### src/rtl/jk_bank_arbiter.sv
// jk_bank_arbiter
//   Two-requester arbiter and sequencer for a W-bit bank of JK flip-flops.
//   A granted command drives the bank's J/K inputs for exactly one cycle
//   (EXEC), then the updated bank value is returned with a one-cycle done
//   pulse to the granted requester (DONE). Peak rate: one command per 3 cycles.
//
//   Build option: define JK_ARB_FIXED_PRIO_EN for fixed priority (requester 0
//   wins ties, no last_grant register). Default is round-robin.
//
// Ports
//   clk              rising-edge clock
//   re               synchronous reset, active-high
//   valid0/1         requester command valid
//   op0/1   [1:0]    opcode: 00 HOLD, 01 CLEAR, 10 SET, 11 TOGGLE
//   mask0/1 [W-1:0]  per-bit mask; masked-off bits get j=k=0
//   ready0/1         command accepted this cycle (IDLE only, winner only)
//   done0/1          result valid pulse for the granted requester
//   rdata   [W-1:0]  bank value returned with done
//   grant_id         requester currently being served
//   busy             high in EXEC and DONE
//   j_out/k_out      J/K inputs driven to the bank (zero outside EXEC)
//   q       [W-1:0]  current bank state

module jk_bank_arbiter #(
  parameter int unsigned W = 8
) (
  input  logic         clk,
  input  logic         re,
  input  logic         valid0,
  input  logic [1:0]   op0,
  input  logic [W-1:0] mask0,
  output logic         ready0,
  output logic         done0,
  input  logic         valid1,
  input  logic [1:0]   op1,
  input  logic [W-1:0] mask1,
  output logic         ready1,
  output logic         done1,
  output logic [W-1:0] rdata,
  output logic         grant_id,
  output logic         busy,
  output logic [W-1:0] j_out,
  output logic [W-1:0] k_out,
  output logic [W-1:0] q
);

  typedef enum logic [1:0] {
    IDLE = 2'd0,
    EXEC = 2'd1,
    DONE = 2'd2
  } state_t;

  state_t         state, state_nxt;
  logic [1:0]     op_r;
  logic [W-1:0]   mask_r;
  logic           gid_r;
  logic           winner;
  logic           accept;
  logic [W-1:0]   q_nxt;

`ifdef JK_ARB_FIXED_PRIO_EN
  assign winner = ~valid0;
`else
  logic last_grant;

  // On a tie the requester that was not served last wins; otherwise the
  // single valid requester wins (~valid0 selects 1 only when valid0 is low).
  assign winner = (valid0 && valid1) ? ~last_grant : ~valid0;
`endif

  assign busy     = (state != IDLE);
  assign grant_id = gid_r;

  // j/k are zero outside EXEC, so this expression also holds the bank there.
  assign q_nxt = (j_out & ~q) | (~k_out & q);

  always_comb begin
    state_nxt = state;
    accept    = 1'b0;
    ready0    = 1'b0;
    ready1    = 1'b0;
    done0     = 1'b0;
    done1     = 1'b0;
    j_out     = '0;
    k_out     = '0;
    case (state)
      IDLE: begin
        // Gated by re so ready never advertises an accept that reset overrides.
        if ((valid0 || valid1) && !re) begin
          accept    = 1'b1;
          ready0    = ~winner;
          ready1    = winner;
          state_nxt = EXEC;
        end
      end
      EXEC: begin
        j_out     = op_r[1] ? mask_r : '0;
        k_out     = op_r[0] ? mask_r : '0;
        state_nxt = DONE;
      end
      DONE: begin
        done0     = ~gid_r;
        done1     = gid_r;
        state_nxt = IDLE;
      end
      default: state_nxt = IDLE;
    endcase
  end

  always_ff @(posedge clk) begin
    if (re) begin
      state  <= IDLE;
      q      <= '0;
      rdata  <= '0;
      op_r   <= '0;
      mask_r <= '0;
      gid_r  <= 1'b0;
`ifndef JK_ARB_FIXED_PRIO_EN
      last_grant <= 1'b1;
`endif
    end else begin
      state <= state_nxt;
      q     <= q_nxt;
      if (state == EXEC) begin
        rdata <= q_nxt;
      end
      if (accept) begin
        op_r   <= winner ? op1 : op0;
        mask_r <= winner ? mask1 : mask0;
        gid_r  <= winner;
`ifndef JK_ARB_FIXED_PRIO_EN
        last_grant <= winner;
`endif
      end
    end
  end

endmodule

### config.mk
export PLATFORM = sky130hd
export DESIGN_NAME = jk_bank_arbiter
export DESIGN_NICKNAME = d
export VERILOG_FILES = /design/src/rtl/jk_bank_arbiter.sv
export SDC_FILE = /design/constraint.sdc
export NUM_CORES = 1
export LEC_CHECK = 0
export CORE_ASPECT_RATIO = 0.5
export CORE_MARGIN = 2
export CORE_UTILIZATION = 43
export DETAILED_ROUTE_END_ITERATION = 8
export PLACE_DENSITY = 0.81
export SLEW_MARGIN = 20
export SYNTH_ARGS = -nofsm -noshare
export SYNTH_HDL_FRONTEND = slang
export SYNTH_SLANG_ARGS = --single-unit
### constraint.sdc
create_clock -name clk -period 1.4 [get_ports clk]
set_input_delay 0.14 -clock clk [delete_from_list [all_inputs] [get_ports clk]]
set_output_delay 0.14 -clock clk [all_outputs]
set_load 0.005 [all_outputs]
-- After elaboration in Yosys (flattened, before gate mapping)
Index checks and enable logic that the tools add are counted.
- word-level logic and storage cells: 42
- register bits after elaboration: 30
- bits of input ports: 24
- output and inout port bits: 38
- equality and inequality tests: 3
- bitwise gates (word level): 9
- reductions and logical operators: 6
- multiplexer cells: 17
- operator list (operator ; number):
    $mux 8 ; 5
    $and 8x8->8 ; 2
    $not 8->8 ; 2
    $mux 1 ; 9
    $or 8x8->8 ; 1
    $mux 2 ; 2
    $not 1->1 ; 4
    $pmux 2 s2 ; 1
    $eq 2x1->1 const B ; 1
    $eq 2x2->1 const B ; 1
    $logic_and 1x1->1 ; 2
    $logic_not 2->1 ; 1
    $ne 2x2->1 const B ; 1
    $reduce_bool 2->1 ; 1
    $logic_not 1->1 ; 1
    $logic_or 1x1->1 ; 1

-- Logic depth before layout (Yosys ltp)
- depth in word-level cells: 5
- mapped depth: 6
- depth with buffers taken out: 4

-- Worst setup path before layout
Ideal clock, no wire load.
- path type: flip-flop to flip-flop
- start point: register state[1]
- end point: register rdata[5]
- required time: 1.334 ns
- stages on the path, launching flop included: 6
- data arrival time: 1.118 ns
- library setup time: 0.066 ns
- path buffers: 2
- clock period less this slack: 1.184 ns
- slack: 0.216 ns
- cell sequence: dfxtp_1 > nand2b_1 > buf_6 > buf_8 > a311o_1 > a21oi_2
- cells in the longest elaborated chain, start to end: 5
- elaborated cells on any way between the ends: 7
- classes of those cells: eq/ne: 1; mux: 2; bitwise: 4
- ends and longest elaborated chain (element ; RTL line ; RTL):
    start, declared ; 53 ; state_t state, state_nxt;
    start signal, assigned ; 122 ; state <= state_nxt;
    $eq 2x1->1 (*) ; 86, 124 ;
    $mux 8 ; 86 ; case (state)
    $not 8->8 ; 75 ; assign q_nxt = (j_out & ~q) | (~k_out & q);
    $and 8x8->8 ; 75 ;
    $or 8x8->8 ; 75 ;
    end signal, assigned ; 125 ; rdata <= q_nxt;
    end, declared ; 39 ; output logic [W-1:0] rdata,
Mark *: on every way between the ends. The rest lies on a longest branch, timed or not.
A chain may end at the register's enable or synchronous reset.

-- Final worst setup path
- start point: register state[0]
- end point: output j_out[6]
- cells in the longest elaborated chain, start to end: 2
- ends and longest elaborated chain (element ; RTL line ; RTL):
    $eq 2x1->1 ; 86 ;
    $mux 8 ; 86 ;
    end, declared ; 42 ; output logic [W-1:0] j_out,
Every way passes these cells.

==> flow_summary_export.csv <==
group,metric,value,unit
logic_synthesis,synth_common_cells,"dfxtp_1 (30), a21oi_1 (27), nand3b_1 (18)",
sta,fin_setup_tns,-495.0,ps
logic_synthesis,synthFlopType,"dfxtp_1",
sta,timing.fmax,672.5,MHz
floorplan,start_util,0.4544,
power,power.density,832.1,nW/um^2
cts,insertion_delay,290,ps
global_route,track_usage,0.2547,
logic_synthesis,yosys.area.top_type,"dfxtp_1",
sta,worst_pin_slew,288.3,ps
worst_setup_path,cp.required,1260,ps
floorplan,die-width,89.67,um
outcome,outcome,"finished with violations",
logic_synthesis,ys_ff_latch,30,
logic_synthesis,synthArstFlopShare,0,
global_route,grt.overflow.total,0,
cts,clock_path_buffers,2,
global_route,grt_max_degree,30,
hold_path,hold_path_class,"input port to flip-flop",
place,dpl.hpwl,3.245,mm
detailed_routing,via_per_inst,5.680,
floorplan,die_y,46.83,um
floorplan,core,3472,um^2
logic_synthesis,yosysMostFrequentCell,"dfxtp_1",
final_layout,syn2layout_area_growth,68.52,%
detailed_routing,drt-initial-drc-count,110,
logic_synthesis,ys_seq_area_frac,0.3807,
logic_synthesis,syn_area_per_cell,8.348,um^2
final_layout,drive_above_1_share,0.3643,
logic_synthesis,synth_edf_count,0,
global_route,antenna_found_initial,0,
cts,clk_pin_slew,60,ps
sta,drv_slew,0,
floorplan,pin_count,62,
outcome,violations,"setup timing",
place,place_congestion,0.8661,
global_route,grt_pass1_vias,1644,
detailed_routing,routed-via-count,1880,
final_layout,antenna_cells,0,
sta,min_period,1487,ps
power,ir_drop,0.4584,mV
detailed_routing,routedWlPerCell,16.56,um
power,p_leak,1.051,nW
sta,grt_setup_unrepaired,"yes",
power,p_comb_frac,0.225,
sta,slew_headroom,0.8071,
logic_synthesis,synth.distinct_cells,31,
sta,hold_viol,0,
sta,min_period_over_period,1.062,
cts,htreeDepth,2,
cts,root_buffer,"clkbuf_8",
cts,cts-buffers-inserted,5,
worst_setup_path,reg2reg_from,"state[0]$_SDFFE_PP0P_",
hold_path,holdCritStartpoint,"mask1[4]",
cts,cts_tree,"built",
power,net-switching-power,0.6442,mW
worst_setup_path,cp-start-kind,"flip-flop",
logic_synthesis,syn_inst,189,
power,internal_power,1.568,mW
detailed_routing,ant_nets,0,
floorplan,rows,15,
worst_setup_path,critical_path_class,"flip-flop to output port",
sta,fin_skew,8.249,ps
sta,fin_hold_ws,448.9,ps
detailed_routing,route.detailed.drc,0,
logic_synthesis,yosysWarnings,0,
detailed_routing,wl,5.481,mm
run,max_cap_violations,0,
power,p_clk_frac,0.336,
logic_synthesis,synthesis.area,1578,um^2
floorplan,dieArea,4199,um^2
cts,cts_sinks,30,
detailed_routing,dr.pass1.iters,5,
logic_synthesis,yosysTopAreaCellShare,0.3807,
global_route,grt_pass1_wl,7.852,mm
worst_setup_path,end_kind,"output port",
worst_setup_path,cp-startpoint,"state[0]$_SDFFE_PP0P_",
logic_synthesis,syn_nets,213,
sta,finalWorstSetupSlack,-87.08,ps
power,seq_power_share,0.438,
logic_synthesis,synth_area_leaders,"dfxtp_1 (38%), a21oi_1 (8.6%), nand3b_1 (8.6%)",
sta,finalSetupViolCount,14,
place,port_buffers,61,
worst_setup_path,critPathMaxFanout,4,
final_layout,nets,303,
power,swShare,0.2912,
worst_setup_path,arrival,1350,ps
[worst paths after layout]
| path | cells past startpoint | slack (ps) | end |
|---|---|---|---|
| hold / removal | 3 | 450 | mask_r[4]$_SDFFE_PP0P_ |
| setup / recovery | 5 | -90 | j_out[6] |
| hold reg to reg | 2 | 450 | rdata[4]$_SDFFE_PP0P_ |
| setup reg to reg | 8 | -20 | q[2]$_SDFF_PP0_ |
[through the flow]
stage	instance area (um^2)	cells	util	power (mW)	worst slack, ps
global placement	2321	304	0.6685	1.376	-283.2
global route	2659	331	0.7658	2.289	-122.1
detailed placement	2321	304	0.6685	1.392	-393.3
CTS	2562	329	0.7380	2.134	-105.4
floorplan	1578	189	-	1.172	215.8
finish	2659	331	0.7658	2.213	-87.08
[registers in the layout, summed over array words and instances (netlist names)]
signal and flops:
last_grant 1, mask_r 8, q 8, grant_id 1, state 2, rdata 8, op_r 2
[cells by family (layout without fill, tap and decap cells)]
logic type             Yosys count  after routing  share of synthesized area
DFF                             30             30                     0.3807
buffers and inverters           29            119                    0.09039
AOI/OAI and AO/OA               66             66                     0.2688
and+or+nand+nor                 64             65                     0.2601
[power groups by stage]
stage	Clock, mW	Combinational [mW]	Sequential [mW]
finish	0.744	0.499	0.970
global route	0.781	0.533	0.975
CTS	0.733	0.441	0.959
detailed placement	0	0.416	0.976
global placement	0	0.404	0.972
floorplan	0	0.219	0.953
[area by class of cell]
class	count	area (um^2)
Clock buffer	7	86.33
Clock inverter	1	5.005
Fill cell	229	813.3
Inverter	11	45.04
Multi-Input combinational cell	131	928.4
Sequential cell	30	616.8
Tap cell	51	63.81
Timing Repair Buffer	100	913.4
[layer usage]
metal  vias to the layer above  track usage  wire [um]
li1                        879            -          -
met1                       883       0.3209       2295
met2                       104       0.4265       2670
met3                        14      0.06854        426
met4                         0       0.1045         88
met5                         -            0          0
[placed cells by master, fill, tap and decap left out, types with 5 or more instances in the layout]
master	netlist	layout
clkbuf_2	0	5
a311o_1	8	8
clkdlybuf4s50_1	0	40
buf_6	1	15
inv_1	9	8
a21oi_2	1	8
o21ai_0	9	9
nand4b_1	8	8
nand3b_1	18	18
dfxtp_1	30	21
clkbuf_8	0	6
buf_2	9	7
nand2_1	16	14
buf_4	1	28
a311oi_1	10	10
dfxtp_2	0	7
and2_4	0	5
a21oi_1	27	20
a31oi_1	8	8
[critical path: stages, from the launching register on]
cell	delay, ps
dfxtp_4	370
buf_6	120
and3b_2	210
buf_6	120
and2_4	140
buf_6	100
[what timing repair did]
item	in CTS	in global routing
hold endpoints to repair	0	0
endpoints found under the setup margin	29	44
cloned	1	0
pin swaps	8	18
hold buffers	0	0
setup buffers	16	6
gates resized for setup	86	41
(Power assumes the default switching activity.)
